## src/rtl/vend_pkg.sv

```systemverilog
// Shared definitions for the vending result stream and the dispense controller FSM.
package vend_pkg;

  localparam int unsigned ORDER_W = 1;

  // Result encoding produced by the vending FSM (its out / out_vld pair)
  localparam logic VEND_NO_CHG = 1'b0;
  localparam logic VEND_CHG    = 1'b1;

  localparam int unsigned STATE_W = 6;

  typedef enum logic [STATE_W-1:0] {
    S_IDLE     = 6'b000001,
    S_MOTOR    = 6'b000010,
    S_WAIT_SNS = 6'b000100,
    S_EJECT    = 6'b001000,
    S_DONE     = 6'b010000,
    S_JAM      = 6'b100000
  } state_e;

  function automatic int unsigned max3(input int unsigned a, input int unsigned b,
                                       input int unsigned c);
    int unsigned m;
    m = (a > b) ? a : b;
    return (m > c) ? m : c;
  endfunction

endpackage

```

## src/rtl/vend_order_fifo.sv

```systemverilog
// Synchronous DEPTH x ORDER_W order queue; pushes into a full queue and pops from an empty one are ignored.
module vend_order_fifo
  import vend_pkg::*;
#(
  parameter int unsigned DEPTH = 4
) (
  input  logic                   clk,
  input  logic                   rst,
  input  logic                   push,
  input  logic [ORDER_W-1:0]     push_data,
  input  logic                   pop,
  output logic [ORDER_W-1:0]     head_c,
  output logic [$clog2(DEPTH):0] count,
  output logic                   full_c,
  output logic                   empty_c
);

  localparam int unsigned AW = $clog2(DEPTH);
  localparam int unsigned CW = AW + 1;

  logic [ORDER_W-1:0] mem [DEPTH];
  logic [AW-1:0]      wr_ptr;
  logic [AW-1:0]      rd_ptr;
  logic               do_push;
  logic               do_pop;

  assign full_c  = (count == CW'(DEPTH));
  assign empty_c = (count == '0);
  assign do_push = push && !full_c;
  assign do_pop  = pop && !empty_c;
  assign head_c  = mem[rd_ptr];

  // Pointers and occupancy; simultaneous push and pop leave count unchanged
  always_ff @(posedge clk) begin
    if (rst) begin
      wr_ptr <= '0;
      rd_ptr <= '0;
      count  <= '0;
    end else begin
      if (do_push) wr_ptr <= wr_ptr + AW'(1);
      if (do_pop)  rd_ptr <= rd_ptr + AW'(1);
      count <= count + CW'(do_push) - CW'(do_pop);
    end
  end

  always_ff @(posedge clk) begin
    if (do_push) mem[wr_ptr] <= push_data;
  end

endmodule

```

## src/rtl/vend_dispense_ctrl.sv

```systemverilog
// Executes queued vend orders: motor, drop-sensor wait, optional change eject, done pulse.
// Flags queue overflow and drop-sensor jams as sticky errors.
module vend_dispense_ctrl
  import vend_pkg::*;
#(
  parameter int unsigned DEPTH       = 4,
  parameter int unsigned MOTOR_CYC   = 8,
  parameter int unsigned EJECT_CYC   = 4,
  parameter int unsigned TIMEOUT_CYC = 64
) (
  input  logic                   clk,
  input  logic                   rst,
  input  logic                   in_vld,
  input  logic                   in_chg,
  input  logic                   drop_sns,
  input  logic                   clr_err,
  output logic                   motor_on,
  output logic                   eject_on,
  output logic                   done,
  output logic                   busy,
  output logic [$clog2(DEPTH):0] pending,
  output logic                   err_ovf,
  output logic                   err_jam
);

  localparam int unsigned CNT_W = $clog2(max3(MOTOR_CYC, EJECT_CYC, TIMEOUT_CYC) + 1);

  state_e             state_q;
  state_e             state_d;
  logic [CNT_W-1:0]   cnt_q;
  logic [CNT_W-1:0]   cnt_d;
  logic               chg_q;
  logic               chg_d;
  logic               pop_c;
  logic               jam_evt_c;
  logic               ovf_evt_c;
  logic [ORDER_W-1:0] head_c;
  logic               full_c;
  logic               empty_c;

  vend_order_fifo #(.DEPTH(DEPTH)) u_fifo (
    .clk       (clk),
    .rst       (rst),
    .push      (in_vld),
    .push_data (in_chg),
    .pop       (pop_c),
    .head_c    (head_c),
    .count     (pending),
    .full_c    (full_c),
    .empty_c   (empty_c)
  );

  assign ovf_evt_c = in_vld && full_c;

  // Next-state, counter and queue-pop decode
  always_comb begin
    state_d   = state_q;
    cnt_d     = cnt_q;
    chg_d     = chg_q;
    pop_c     = 1'b0;
    jam_evt_c = 1'b0;
    case (state_q)
      S_IDLE: begin
        if (!empty_c) begin
          pop_c   = 1'b1;
          chg_d   = head_c;
          cnt_d   = CNT_W'(MOTOR_CYC - 1);
          state_d = S_MOTOR;
        end
      end
      S_MOTOR: begin
        if (cnt_q == '0) begin
          cnt_d   = CNT_W'(TIMEOUT_CYC - 1);
          state_d = S_WAIT_SNS;
        end else begin
          cnt_d = cnt_q - CNT_W'(1);
        end
      end
      S_WAIT_SNS: begin
        // Sensor beats the timeout when both land in the same cycle
        if (drop_sns) begin
          if (chg_q == VEND_CHG) begin
            cnt_d   = CNT_W'(EJECT_CYC - 1);
            state_d = S_EJECT;
          end else begin
            state_d = S_DONE;
          end
        end else if (cnt_q == '0) begin
          jam_evt_c = 1'b1;
          state_d   = S_JAM;
        end else begin
          cnt_d = cnt_q - CNT_W'(1);
        end
      end
      S_EJECT: begin
        if (cnt_q == '0) state_d = S_DONE;
        else             cnt_d   = cnt_q - CNT_W'(1);
      end
      S_DONE: state_d = S_IDLE;
      S_JAM: begin
        if (clr_err) state_d = S_IDLE;
      end
      default: state_d = S_IDLE;
    endcase
  end

  // State register; outputs are registered decodes of the next state
  always_ff @(posedge clk) begin
    if (rst) begin
      state_q  <= S_IDLE;
      cnt_q    <= '0;
      chg_q    <= VEND_NO_CHG;
      motor_on <= 1'b0;
      eject_on <= 1'b0;
      done     <= 1'b0;
      busy     <= 1'b0;
      err_ovf  <= 1'b0;
      err_jam  <= 1'b0;
    end else begin
      state_q  <= state_d;
      cnt_q    <= cnt_d;
      chg_q    <= chg_d;
      motor_on <= (state_d == S_MOTOR);
      eject_on <= (state_d == S_EJECT);
      done     <= (state_d == S_DONE);
      busy     <= (state_d != S_IDLE);
      err_ovf  <= ovf_evt_c || (err_ovf && !clr_err);
      err_jam  <= jam_evt_c || (err_jam && !clr_err);
    end
  end

endmodule

```

## config.mk

```make
export PLATFORM = sky130hd
export DESIGN_NAME = vend_dispense_ctrl
export DESIGN_NICKNAME = d
export VERILOG_FILES = /design/src/rtl/vend_pkg.sv /design/src/rtl/vend_order_fifo.sv /design/src/rtl/vend_dispense_ctrl.sv
export SDC_FILE = /design/constraint.sdc
export NUM_CORES = 1
export LEC_CHECK = 0
export BUFFER_PORTS_ARGS = -buffer_cell sky130_fd_sc_hd__buf_2
export CAP_MARGIN = 20
export CORE_ASPECT_RATIO = 2
export CORE_MARGIN = 2
export CORE_UTILIZATION = 52
export CTS_CLUSTER_DIAMETER = 50
export DETAILED_ROUTE_END_ITERATION = 16
export PLACE_DENSITY = 0.74
export SYNTH_ARGS = -nofsm -noshare
export SYNTH_HDL_FRONTEND = slang
export SYNTH_SLANG_ARGS = --single-unit
```

## constraint.sdc

```tcl
create_clock -name clk -period 2.5 [get_ports clk]
set_input_delay 0.125 -clock clk [delete_from_list [all_inputs] [get_ports clk]]
set_output_delay 0.125 -clock clk [all_outputs]
set_load 0.1 [all_outputs]
```

==> flow_summary.ini <==
[status]
status = finished clean

[setup_path]
critPathArrivalTime_ns = 2.54
path_depth = 9
worst-r2r-cell-count = 9
cp.buffers_inverters = 1
cp-start-kind = flip-flop
crit_slowest_cell = or4_4
cp_max_fo = 3
path_cells = or4_4 > nor4b_4 > ha_1 > inv_1 > ha_1 > fa_2 > xnor2_1 > xnor2_1 > nor2_1
path_delay_family = simple AND/OR/NAND/NOR gates
critPathCaptureType = flip-flop
slowest_delay_ns = 0.57
path_class = reg -> reg
critical_path_required_ns = 2.65

[clocking]
cts_sinks = 31
ctsHoldBuffers = 0
cts_setup_buffers = 0
root_buffer = clkbuf_8
clk_path_buf_depth = 2
cts_max_level = 2
cts-buffers-inserted = 5
path_clk_slew_ns = 0.07
worstSkewPairLatency_ns = 0.29
cts_tree = yes

[power_and_ir_drop]
internal_power_mw = 1.48
netSwitchingPower_mw = 1.11
power.share.switching_pct = 42.9
clockPowerShare_pct = 23.0
powerDensity_nw_per_um2 = 1380
max-vdd-ir-drop_mv = 0.878
pwr-share-seq_pct = 28.6
comb_power_share_pct = 48.4
leakage_nw = 0.794

[synth]
avgSynthCellArea_um2 = 9.01
synthesis.nets = 194
ys_ff_latch = 31
ys_seq_area_share_pct = 41.0
synth_edf_count = 4
syn_inst = 179
synth_cell_types = 48
yosys_warnings = 0
synth_ff_type = dfxtp_1
syn-cell-area_um2 = 1610
synthArstFlopShare_pct = 0

[timing]
clock.fmax_ghz = 0.419
finalSetupViolations = 0
skew_ns = 0.00711
finalCriticalPeriod_ns = 2.39
maxSlewViolCount = 0
hold_violations = 0
setup_tns_ns = 0
min_period_over_period_pct = 95.5
holdWs_ns = 0.0586
worst_slew_pin_slew_ns = 0.601
rsz0062_at_grt = no
slew_headroom_pct = 59.6
fin_ws_ns = 0.112

[hold_path]
holdPathStages = 1
min_path_type = in -> reg

[die]
io_pins = 15
die_h_um = 82.8
die_w_um = 43.4
rows = 28
fp.dieArea_um2 = 3590
start_util_pct = 54.8
core-area_um2 = 2940

[grt]
grt_pass1_wl_um = 6250
antenna_found_initial = 0
first_global_vias = 1382
grt_max_degree = 24
grt-ovfl-total = 0
track_usage_pct = 23.8

[final_layout]
drive_gt1_share_pct = 21.1
syn_to_final_growth_pct = 16.6
final_cell_mix = dfxtp_1 (23), nor2_1 (22), nand2_1 (14), buf_2 (14), a21oi_1 (12)
antenna_cells = 0
final_cells = 229
final_common_cell = dfxtp_1
final_core_util_pct = 63.9
final_nets = 213

[placement]
dp_cells = 221
place_ws_ns = 0.0406
dp_hpwl_um = 2770
portBuffers = 14
gp_congestion = 0.909

[drt]
wl_met3_um = 85
wl_met1_um = 1320
wl_per_cell_um = 15.8
first_iter_violations = 27
wl_met2_um = 2040
ant_nets = 0
drc = 0
top_layer_used = met4
dr.pass1.iters = 4
post_drt_via_cell_ratio = 5.88
drt-total-wl_um = 3620
vias = 1347

[run]
drv_cap = 0
-- cells by family (layout without fill, tap and decap cells) --
| family | Yosys count | count (layout) | synth area share [%] |
|---|---|---|---|
| buffers and inverters | 20 | 40 | 4.73 |
| DFF | 31 | 31 | 41.0 |
| AOI/OAI and AO/OA | 37 | 37 | 15.4 |
| muxes | 3 | 3 | 2.64 |
| adders and majority gates | 9 | 9 | 7.45 |
| xor gates and xnor gates | 6 | 6 | 3.26 |
| and+or+nand+nor | 73 | 73 | 25.6 |
-- area by class of cell --
class	count	area (um2)
fillers	258	1060
repair buffers	20	115
flip-flops and latches	31	668
multi-input cells	128	878
well taps	30	37.5
clock inverters	3	67.6
inverters	12	45.0
clock buffers	5	68.8
-- final timing paths --
path                          from                          to  slack, ns
max          state_q[2]$_SDFF_PP0_  u_fifo.count[2]$_SDFF_PP0_       0.11
min                         in_chg     u_fifo.mem[1]$_DFFE_PP_       0.06
max reg2reg  state_q[2]$_SDFF_PP0_  u_fifo.count[2]$_SDFF_PP0_       0.11
min reg2reg     err_jam$_SDFF_PP0_          err_jam$_SDFF_PP0_       0.48
-- layer usage --
layer	vias up	track usage (%)
li1	669	-
met1	641	23.3
met2	22	43.6
met3	15	4.78
met4	0	15.8
met5	-	0
-- synth_stat cells (all sizes together), types with 2 or more instances --
library cell	count	area share, %
clkbuf	6	1.4
a32oi	2	1.1
o21a	2	1.0
buf	2	0.54
a21oi	12	3.7
nor3b	4	1.9
and2	5	1.9
ha	8	6.2
nor4b	2	2.0
inv	12	2.8
or3	2	0.78
nor2	22	5.1
dfxtp	27	34
mux2i	2	1.2
a31oi	3	1.2
xnor2	4	2.2
nand4	2	0.78
o31ai	2	0.93
nand2	14	3.3
edfxtp	4	7.4
o311a	2	1.2
nor3	10	3.8
o211ai	2	0.93
o21ai	7	2.4
xor2	2	1.1
nor2b	4	1.6
-- sequential cells by signal, summed over array words and instances, names as in the netlist, 2 cells and up --
register,flops
u_fifo.rd_ptr,2
cnt_q,7
u_fifo.wr_ptr,2
u_fifo.count,3
state_q,6
u_fifo.mem,4
-- power groups by stage --
stage	sequential [mW]	clock, mW	combinational, mW
after floorplan	0.949	0	0.756
after global placement	0.742	0	1.20
after detailed placement	0.751	0	1.24
after CTS	0.740	0.604	1.25
after global routing	0.756	0.622	1.40
final	0.741	0.594	1.25
-- stage by stage --
stage / instance area, um2 / power (mW)
2_1_floorplan: 1620 / 1.71
3_3_place_gp: 1740 / 1.94
3_5_place_dp: 1740 / 1.99
4_1_cts: 1880 / 2.60
5_1_grt: 1880 / 2.78
6_report: 1880 / 2.59
-- repair_timing --
item,CTS,global route
resized for setup,0,2
endpoints found under the hold margin,0,0
endpoints found under the setup margin,0,1
Note: power is estimated with default switching activity, not from simulation.
